File: src/rtl/package_settings.sv
//==============================================================================
// Module      : package_settings
// Description : Shared widths, FSM state encoding and event record layout for
//               the filter peak detector.
// Revision    : 1.0 - initial release
//==============================================================================
`default_nettype none

package package_settings;

    localparam int SIZE_FILTER_DATA = 16;
    localparam int SIZE_TIMESTAMP   = 32;
    localparam int SIZE_PULSE_WIDTH = 8;
    localparam int SIZE_LOST_CNT    = 16;

    typedef enum logic [1:0] {
        PD_IDLE     = 2'd0,
        PD_PULSE    = 2'd1,
        PD_WAIT_LOW = 2'd2
    } pd_state_t;

    // Event record as seen by the readout logic (field order = bit order,
    // amplitude in the MSBs).
    typedef struct packed {
        logic signed [SIZE_FILTER_DATA-1:0] amp;
        logic [SIZE_TIMESTAMP-1:0]          peak_time;
        logic [SIZE_PULSE_WIDTH-1:0]        width;
        logic                               truncated;
        logic                               pileup;
    } pd_event_t;

endpackage

`default_nettype wire

File: src/rtl/filter_peak_detector_event_buffer.sv
//==============================================================================
// Module      : pd_event_buffer
// Description : Single-entry valid/ready output register for event records,
//               with a saturating counter of records dropped while full.
// Ports       : clk, reset      - clock, async active-high reset
//               push, push_rec  - new record offered this cycle
//               ready           - consumer accepts the held record
//               valid, rec      - held record and its valid flag
//               lost_count      - saturating count of dropped records
// Revision    : 1.0 - initial release
//==============================================================================
`default_nettype none

module pd_event_buffer #(
    parameter int REC_W  = 58,
    parameter int LOST_W = 16
) (
    input  logic              clk,
    input  logic              reset,
    input  logic              push,
    input  logic [REC_W-1:0]  push_rec,
    input  logic              ready,
    output logic              valid,
    output logic [REC_W-1:0]  rec,
    output logic [LOST_W-1:0] lost_count
);

    // The slot can take a new record if it is empty or being emptied now.
    logic free;
    assign free = !valid || ready;

    always_ff @(posedge clk or posedge reset) begin
        if (reset) begin
            valid      <= 1'b0;
            rec        <= '0;
            lost_count <= '0;
        end else begin
            if (push && free) begin
                rec   <= push_rec;
                valid <= 1'b1;
            end else if (ready) begin
                valid <= 1'b0;
            end

            if (push && !free && (lost_count != {LOST_W{1'b1}}))
                lost_count <= lost_count + 1'b1;
        end
    end

endmodule

`default_nettype wire

File: src/rtl/filter_peak_detector.sv
//==============================================================================
// Module      : filter_peak_detector
// Description : Threshold-crossing pulse detector on the shaped filter output.
//               Measures peak amplitude, peak timestamp and pulse width and
//               emits one record per pulse through a single-entry buffer.
// Option      : FILTER_PEAK_DETECTOR_PILEUP_EN - enables pile-up detection
//               (second maximum inside a pulse); otherwise event_pileup = 0.
// Ports       : clk, reset        - clock, async active-high reset
//               input_data        - signed filter sample, one per clk
//               threshold         - signed trigger level
//               event_valid/ready - record handshake
//               event_amp/time/width/truncated/pileup - record fields
//               lost_count        - saturating dropped-event count
// Revision    : 1.0 - initial release
//==============================================================================
`default_nettype none

module filter_peak_detector
    import package_settings::*;
#(
    parameter int DATA_W    = SIZE_FILTER_DATA,
    parameter int TS_W      = SIZE_TIMESTAMP,
    parameter int WIDTH_W   = SIZE_PULSE_WIDTH,
    parameter int MAX_WIDTH = 255,
    parameter int LOST_W    = SIZE_LOST_CNT
`ifdef FILTER_PEAK_DETECTOR_PILEUP_EN
    ,
    parameter int PILEUP_HYST = 16
`endif
) (
    input  logic                     clk,
    input  logic                     reset,
    input  logic signed [DATA_W-1:0] input_data,
    input  logic signed [DATA_W-1:0] threshold,
    output logic                     event_valid,
    input  logic                     event_ready,
    output logic signed [DATA_W-1:0] event_amp,
    output logic [TS_W-1:0]          event_time,
    output logic [WIDTH_W-1:0]       event_width,
    output logic                     event_truncated,
    output logic                     event_pileup,
    output logic [LOST_W-1:0]        lost_count
);

    localparam int                 REC_W       = DATA_W + TS_W + WIDTH_W + 2;
    localparam logic [WIDTH_W-1:0] MAX_WIDTH_V = WIDTH_W'(MAX_WIDTH);

    pd_state_t                state, state_next;
    logic [TS_W-1:0]          ts;
    logic signed [DATA_W-1:0] max_val, max_next;
    logic [TS_W-1:0]          peak_ts, peak_ts_next;
    logic [WIDTH_W-1:0]       width, width_next;
    logic                     pileup, pileup_next;
    logic                     pileup_set;
    logic                     above;
    logic                     emit;
    logic                     emit_trunc;
    logic [REC_W-1:0]         emit_rec;
    logic [REC_W-1:0]         buf_rec;

    assign above = input_data > threshold;

`ifdef FILTER_PEAK_DETECTOR_PILEUP_EN
    // Pile-up: the pulse has dropped clearly below its running maximum and
    // then turns upward again.
    logic                     fell;
    logic signed [DATA_W-1:0] prev_sample;
    logic signed [DATA_W:0]   fall_level;

    // One extra bit so max - hysteresis cannot wrap for very negative maxima.
    assign fall_level = $signed({max_val[DATA_W-1], max_val})
                      - $signed((DATA_W+1)'(PILEUP_HYST));
    assign pileup_set = fell && (input_data > prev_sample);

    always_ff @(posedge clk or posedge reset) begin
        if (reset) begin
            fell        <= 1'b0;
            prev_sample <= '0;
        end else begin
            prev_sample <= input_data;
            if (state == PD_PULSE && above)
                fell <= fell | ($signed({input_data[DATA_W-1], input_data}) < fall_level);
            else
                fell <= 1'b0;
        end
    end
`else
    assign pileup_set = 1'b0;
`endif

    always_ff @(posedge clk or posedge reset) begin
        if (reset) begin
            state   <= PD_IDLE;
            ts      <= '0;
            max_val <= '0;
            peak_ts <= '0;
            width   <= '0;
            pileup  <= 1'b0;
        end else begin
            state   <= state_next;
            ts      <= ts + 1'b1;
            max_val <= max_next;
            peak_ts <= peak_ts_next;
            width   <= width_next;
            pileup  <= pileup_next;
        end
    end

    always_comb begin
        state_next   = state;
        max_next     = max_val;
        peak_ts_next = peak_ts;
        width_next   = width;
        pileup_next  = pileup;
        emit         = 1'b0;
        emit_trunc   = 1'b0;

        case (state)
            PD_IDLE: begin
                if (above) begin
                    state_next   = PD_PULSE;
                    max_next     = input_data;
                    peak_ts_next = ts;
                    width_next   = {{(WIDTH_W-1){1'b0}}, 1'b1};
                    pileup_next  = 1'b0;
                end
            end
            PD_PULSE: begin
                if (above) begin
                    width_next = width + 1'b1;
                    // Strict compare: on a plateau the first sample keeps the peak.
                    if (input_data > max_val) begin
                        max_next     = input_data;
                        peak_ts_next = ts;
                    end
                    if (pileup_set)
                        pileup_next = 1'b1;
                    if (width_next >= MAX_WIDTH_V) begin
                        emit       = 1'b1;
                        emit_trunc = 1'b1;
                        state_next = PD_WAIT_LOW;
                    end
                end else begin
                    // Terminating sample is not part of the pulse.
                    emit       = 1'b1;
                    state_next = PD_IDLE;
                end
            end
            PD_WAIT_LOW: begin
                if (!above)
                    state_next = PD_IDLE;
            end
            default: state_next = PD_IDLE;
        endcase
    end

    // On a normal end the *_next values equal the registers, so one packing
    // serves both the truncating and the falling-edge emit.
    assign emit_rec = {max_next, peak_ts_next, width_next, emit_trunc, pileup_next};

    pd_event_buffer #(
        .REC_W  (REC_W),
        .LOST_W (LOST_W)
    ) u_event_buffer (
        .clk        (clk),
        .reset      (reset),
        .push       (emit),
        .push_rec   (emit_rec),
        .ready      (event_ready),
        .valid      (event_valid),
        .rec        (buf_rec),
        .lost_count (lost_count)
    );

    assign {event_amp, event_time, event_width, event_truncated, event_pileup} = buf_rec;

endmodule

`default_nettype wire

File: config.mk
export PLATFORM = sky130hd
export DESIGN_NAME = filter_peak_detector
export DESIGN_NICKNAME = d
export VERILOG_FILES = /design/src/rtl/package_settings.sv /design/src/rtl/filter_peak_detector_event_buffer.sv /design/src/rtl/filter_peak_detector.sv
export SDC_FILE = /design/constraint.sdc
export NUM_CORES = 1
export LEC_CHECK = 0
export CORE_AREA = 10 10 183 99
export CTS_CLUSTER_SIZE = 28
export DETAILED_ROUTE_END_ITERATION = 6
export DIE_AREA = 0 0 193 109
export PLACE_DENSITY = 0.82
export RECOVER_POWER = 100
export SLEW_MARGIN = 10
export SYNTH_ARGS = -nofsm -noshare
export SYNTH_HDL_FRONTEND = slang
export SYNTH_SLANG_ARGS = --single-unit
export TNS_END_PERCENT = 100
File: constraint.sdc
create_clock -name clk -period 10.5 [get_ports clk]
set_input_delay 1.05 -clock clk [delete_from_list [all_inputs] [get_ports clk]]
set_output_delay 1.05 -clock clk [all_outputs]
set_load 0.02 [all_outputs]
==> results_dict.tcl, run 1 <==
set metrics [dict create \
    cts-buffers-inserted 17 \
    whs_endpoint "u_event_buffer.rec[5]" \
    critPathArrivalTime_ps 7130 \
    crit_path_start_kind "input pin" \
    seqCellArea_um2 4154 \
    cts_sinks 166 \
    num_vias 6587 \
    wl_um 21040 \
    cts_hold_buf 0 \
    synth_area_um2 8083 \
    syn_to_final_growth_pct 21.83 \
    yosysTopAreaCell "dfrtp_1" \
    multi_input_area_um2 3391 \
    die_y_um 109 \
    synth_commonest_cells "dfrtp_1, o21ai_0, inv_1" \
    timing.rr.start "max_val[9]" \
    antenna_found_initial 0 \
    holdPathStages 1 \
    rr_endpoint "max_val[10]" \
    setup_violations 0 \
    hold_path.class "reg2reg" \
    cp-end-kind "flop" \
    grt_overflow 0 \
    ys_types 56 \
    grt_start_max_net_pins 88 \
    ir_worst_vdd_v 0.0001296 \
    cts_tree "yes" \
    via_per_inst 5.788 \
    start_util_pct 53.83 \
    rsz0062_at_grt "no" \
    tightest_slew_ps 3696 \
    die_area_um2 21040 \
    place_congestion 0.8695 \
    place_inst 1108 \
    yosys_warnings 0 \
    cts_resized 0 \
    r2r_setup_slack_ps 4560 \
    syn-mean-instance-area_um2 9.750 \
    post-route-util_pct 65.58 \
    fin_worst_skew_ps 11.60 \
    fin_crit_ps 6853 \
    drc 0 \
    drt_first_pass_iters 6 \
    synthFlopType "dfrtp_1" \
    max_slew_margin_pct -147.8 \
    antenna_cells 0 \
    drv_slew 253 \
    status "finished, violations left" \
    fmaxAchievable_mhz 145.9 \
    clk-insertion-delay-late_ps 420 \
    fin_cells 1138 \
    htreeDepth 4 \
    synth-edff-count 0 \
    drive_gt1_share_pct 5.246 \
    grt_pass1_wl_um 34560 \
    coreArea_um2 15010 \
    die_w_um 193 \
    path_class "in2reg" \
    cts-root-buf "clkbuf_16" \
    antenna_left 0 \
    required_ps 10780 \
    yosys.cell_count.top_type "dfrtp_1" \
    p_per_area_nw_per_um2 237.1 \
    synth_top_cell_area_share_pct 51.39 \
    yosysSeqAreaShare_pct 51.39 \
    fin_nets 995 \
    path_clk_slew_ps 60 \
    crit_fanout 49 \
    fillers 1199 \
    hold_viol_final 0 \
    worstHoldStart "u_event_buffer.rec[5]" \
    io_buffer_count 109 \
    synth_nets 901 \
    p_leak_uw 0.004360 \
    maxCapViolCount 5 \
    synthCells 829 \
    violations "capacitance limit, slew limit" \
    grt_use_total_pct 20.50 \
    tns_ps 0 \
    ys_ff_latch 166 \
    rr_worst_depth 10 \
    dpl.hpwl_um 13960 \
    synthArstFlopShare_pct 100.0 \
    postCtsSetupRepairBufs 0 \
    power_uw 2335 \
    synthTopCellsByArea "dfrtp_1, o21ai_0, ha_1" \
    num_rows 32 \
    drtIter0Drc 667 \
    wl_per_cell_um 18.49 \
    ios 110 \
    finalCritPeriodShare_pct 65.27 \
    grt_pass1_vias 6510 \
    cts_buffer_depth 2 \
]
-- layout by cell type, fill, tap and decap left out, types with 3 or more instances in the layout --
| cell type | synthesis | layout |
|---|---|---|
| a21oi_1 | 62 | 62 |
| a22o_1 | 4 | 4 |
| a31oi_1 | 52 | 52 |
| and3_1 | 8 | 8 |
| buf_4 | 1 | 5 |
| clkbuf_1 | 19 | 3 |
| clkbuf_16 | 0 | 17 |
| clkdlybuf4s50_1 | 0 | 32 |
| clkinvlp_4 | 0 | 5 |
| dfrtp_1 | 166 | 166 |
| dlygate4sd3_1 | 0 | 77 |
| ha_1 | 37 | 37 |
| inv_1 | 86 | 85 |
| inv_6 | 0 | 4 |
| mux2_1 | 4 | 5 |
| nand2_1 | 31 | 30 |
| nand2b_1 | 5 | 5 |
| nand3_1 | 24 | 24 |
| nand4_1 | 21 | 21 |
| nor2_1 | 68 | 68 |
| nor2b_1 | 6 | 6 |
| nor3_1 | 8 | 9 |
| nor3b_1 | 3 | 3 |
| nor4_1 | 3 | 3 |
| o21ai_0 | 97 | 105 |
| or2_2 | 3 | 3 |
| or3_1 | 3 | 3 |
| or4_1 | 3 | 3 |
| xnor2_1 | 44 | 44 |
-- sequential cells by signal (all words and copies together), names as in the netlist --
| name | flops |
|---|---|
| state | 2 |
| peak_ts | 32 |
| ts | 32 |
| width | 8 |
| u_event_buffer.lost_count | 16 |
| u_event_buffer.valid | 1 |
| u_event_buffer.rec | 58 |
| pileup | 1 |
| max_val | 16 |
-- cell type report --
class | instances | area share [%]
tap | 204 | 2.592
timing repair buffer | 117 | 11.58
clock buffer | 18 | 4.460
multi-input combinational | 535 | 34.43
sequential | 166 | 42.19
inverter | 86 | 3.291
clock inverter | 12 | 1.461
-- report_power, final --
group	switching, uW	leakage [uW]	internal, uW	total, uW
registers	96.9	0.00213	796	892
logic	514	0.00196	308	822
clock network	261	0.000270	358	620
-- routing by layer --
layer  up-vias  global-route usage [%]  wire [um]
met5         -                       0          0
met4         0                   6.441        295
met3        23                   4.207       1752
met2       275                   30.47       8951
met1      3192                   29.54      10040
li1       3097                       -          -
-- critical path, stage by stage --
cell,delay (ps)
dlygate4sd3_1,610
ha_1,340
a211o_1,300
a21oi_1,170
o21bai_1,100
nor3b_1,440
a211o_1,170
clkbuf_1,1770
nand2_1,1560
o21ai_0,610
-- metrics by stage --
stage	instance area [um2]	worst slack [ps]	hold WS, ps
global placement	9318	5913	471.1
CTS	9901	6222	491.7
floorplan	8083	4960	457.0
finish	9847	3647	478.0
detailed placement	9318	5808	477.4
global route	9847	3190	517.9
-- logic make-up (layout without fill, tap and decap cells) --
family,after synthesis,in the layout,share of synthesized area (%)
xor+xnor,46,46,4.985
buf+inv,128,233,6.331
fa+ha+maj,37,37,5.728
flops,166,166,51.39
simple gates,196,196,12.15
compound gates,249,249,18.44
mux,7,7,0.9752
-- how the worst max path moves through the flow --
| stage | startpoint | depth (start not counted) | to | slack, ps |
|---|---|---|---|---|
| final | input_data[9] | 10 | max_val[10] | 3650 |
| after global routing | input_data[9] | 10 | max_val[10] | 3190 |
| after CTS | input_data[9] | 10 | max_val[10] | 6220 |
| after detailed placement | input_data[9] | 10 | peak_ts[15] | 5810 |
| after global placement | input_data[15] | 10 | peak_ts[4] | 5910 |
| after floorplan | reset | 1 | max_val[0] | 4960 |
Note: power is estimated with default switching activity, not from simulation.
==> inputs of run 2 (changes only) <==
==> constraint.sdc (replaced) <==
create_clock -name clk -period 6.4 [get_ports clk]
set_input_delay 0.64 -clock clk [delete_from_list [all_inputs] [get_ports clk]]
set_output_delay 0.64 -clock clk [all_outputs]
set_load 0.02 [all_outputs]
==> run 2 against run 1 <==
Effect of this change:
- critical path depth unchanged
- the flow still finishes with violations (capacitance limit, slew limit)
- clock power increased by 63%
- die area unchanged
- sequential power increased by 65%
- power increased by 64%
- cell count increased by 0.35%
==> results_dict.tcl, run 2 (same netlist as run 1, synthesis figures left out) <==
set metrics [dict create \
    place_congestion 0.8618 \
    grt_pass1_vias 6653 \
    crit_fanout 31 \
    cp-end-kind "flop" \
    syn_to_final_growth_pct 22.04 \
    holdPathStages 1 \
    grt_start_max_net_pins 115 \
    fin_area_um2 9864 \
    num_vias 6680 \
    wl_per_cell_um 18.99 \
    timing.hold.ws_ps 481.3 \
    multi_input_area_um2 3391 \
    place_area_um2 9330 \
    drc 0 \
    fin_crit_ps 4801 \
    maxCapViolCount 3 \
    fillers 1185 \
    start_util_pct 53.83 \
    cp_cell_sequence "dlygate4sd3_1, ha_1, nand4_1, nor2_1, a221o_2, o31ai_1, and2_0, buf_4, o21ai_0, a21oi_1" \
    htreeDepth 4 \
    critPathArrivalTime_ps 5150 \
    grt_use_total_pct 20.79 \
    final_common_cell "dfrtp_1" \
    num_rows 32 \
    required_ps 6740 \
    status "finished, violations left" \
    dr_wl_met3_um 1978 \
    grt_pass1_wl_um 35260 \
    drv_slew 103 \
    postCtsSetupRepairBufs 0 \
    place_inst 1110 \
    io_buffer_count 109 \
    slowest_stage "and2_0" \
    worstHoldStart "u_event_buffer.rec[3]" \
    p_int_uw 2381 \
    max_slew_margin_pct -93.77 \
    ios 110 \
    critPathMaxStageDelay_ps 1320 \
    tightest_slew_ps 2907 \
    setup_violations 0 \
    finalCritPeriodShare_pct 75.01 \
    cp_top_family "simple AND/OR/NAND/NOR gates" \
    cts_tree "yes" \
    rr_worst_depth 8 \
    largest_reg_flops 58 \
    drive_gt1_share_pct 5.757 \
    p_sw_uw 1459 \
    grt_overflow 0 \
    fin_cells 1142 \
    p_leak_uw 0.004386 \
    top_layer "met5" \
    drt-met1-wl_um 9828 \
    rr_endpoint "u_event_buffer.lost_count[1]" \
    hold_path.class "reg2reg" \
    coreArea_um2 15010 \
    antenna_found_initial 1 \
    cts-root-buf "clkbuf_16" \
    seqCellArea_um2 4154 \
    largest-register "u_event_buffer.rec" \
    wl_met2_um 9624 \
    antenna_left 0 \
    violations "capacitance limit, slew limit" \
    cts_resized 0 \
    p_sw_share_pct 38.00 \
    tns_ps 0 \
    cts_sinks 166 \
    ir_worst_vdd_v 0.0002329 \
    power_uw 3840 \
    path_clk_slew_ps 70 \
    antenna_cells 0 \
    reg_top3 "u_event_buffer.rec (58), peak_ts (32), ts (32)" \
    path_class "in2reg" \
    wl_um 21690 \
    drt_first_pass_iters 6 \
    cts_buffer_depth 2 \
    crit_path_start_kind "input pin" \
    cts-buffers-inserted 17 \
    pwr-share-clk_pct 26.2 \
    p_seq_share_pct 38.3 \
    timing.rr.start "width[0]" \
    clk-insertion-delay-late_ps 430 \
    die_area_um2 21040 \
    path_buf_inv 2 \
    fin_nets 997 \
    via_per_inst 5.849 \
    fin_worst_skew_ps 16.98 \
    rsz0062_at_grt "no" \
    die_y_um 109 \
    combPwrFrac_pct 35.5 \
    whs_endpoint "u_event_buffer.rec[3]" \
    cts_hold_buf 0 \
    die_w_um 193 \
    p_per_area_nw_per_um2 389.3 \
    drtIter0Drc 743 \
    final_cell_mix "dfrtp_1, o21ai_0, inv_1, dlygate4sd3_1, nor2_1" \
    dpl.hpwl_um 14470 \
    r2r_setup_slack_ps 2740 \
    hold_viol_final 0 \
    fmaxAchievable_mhz 208.3 \
]
run 2: power groups by stage:
stage / clock (uW) / combinational, uW / sequential (uW)
after floorplan: 0 / 602 / 1670
after global placement: 0 / 1400 / 1490
after detailed placement: 0 / 1430 / 1490
after CTS: 1010 / 1440 / 1480
after global routing: 1060 / 1490 / 1500
final: 1010 / 1360 / 1470
run 2: metrics by stage:
step | worst slack, ps | utilization (%)
5_1_grt | 1309 | 65.70
3_3_place_gp | 2197 | 62.14
6_report | 1599 | 65.70
2_1_floorplan | 1270 | -
3_5_place_dp | 1951 | 62.14
4_1_cts | 2345 | 65.97
run 2: routing by layer:
metal,track usage (%),up-vias
li1,-,3091
met1,29.25,3265
met2,31.21,296
met3,5.067,26
met4,6.386,2
met5,0,-
run 2: layout make-up:
class	instances	area share, %
multi-input cells	535	34.37
repair buffers	119	11.78
inverters	86	3.323
flip-flops and latches	166	42.11
clock inverters	12	1.192
clock buffers	20	4.630
well taps	204	2.588
run 2: worst max path at each step:
stage / to / startpoint / slack, ps / cells past startpoint
floorplan: max_val[0] / reset / 1270 / 1
global placement: u_event_buffer.rec[35] / input_data[15] / 2200 / 10
detailed placement: peak_ts[30] / input_data[9] / 1950 / 10
CTS: peak_ts[30] / input_data[9] / 2350 / 10
global route: u_event_buffer.rec[31] / input_data[11] / 1310 / 10
finish: u_event_buffer.rec[32] / input_data[11] / 1600 / 10
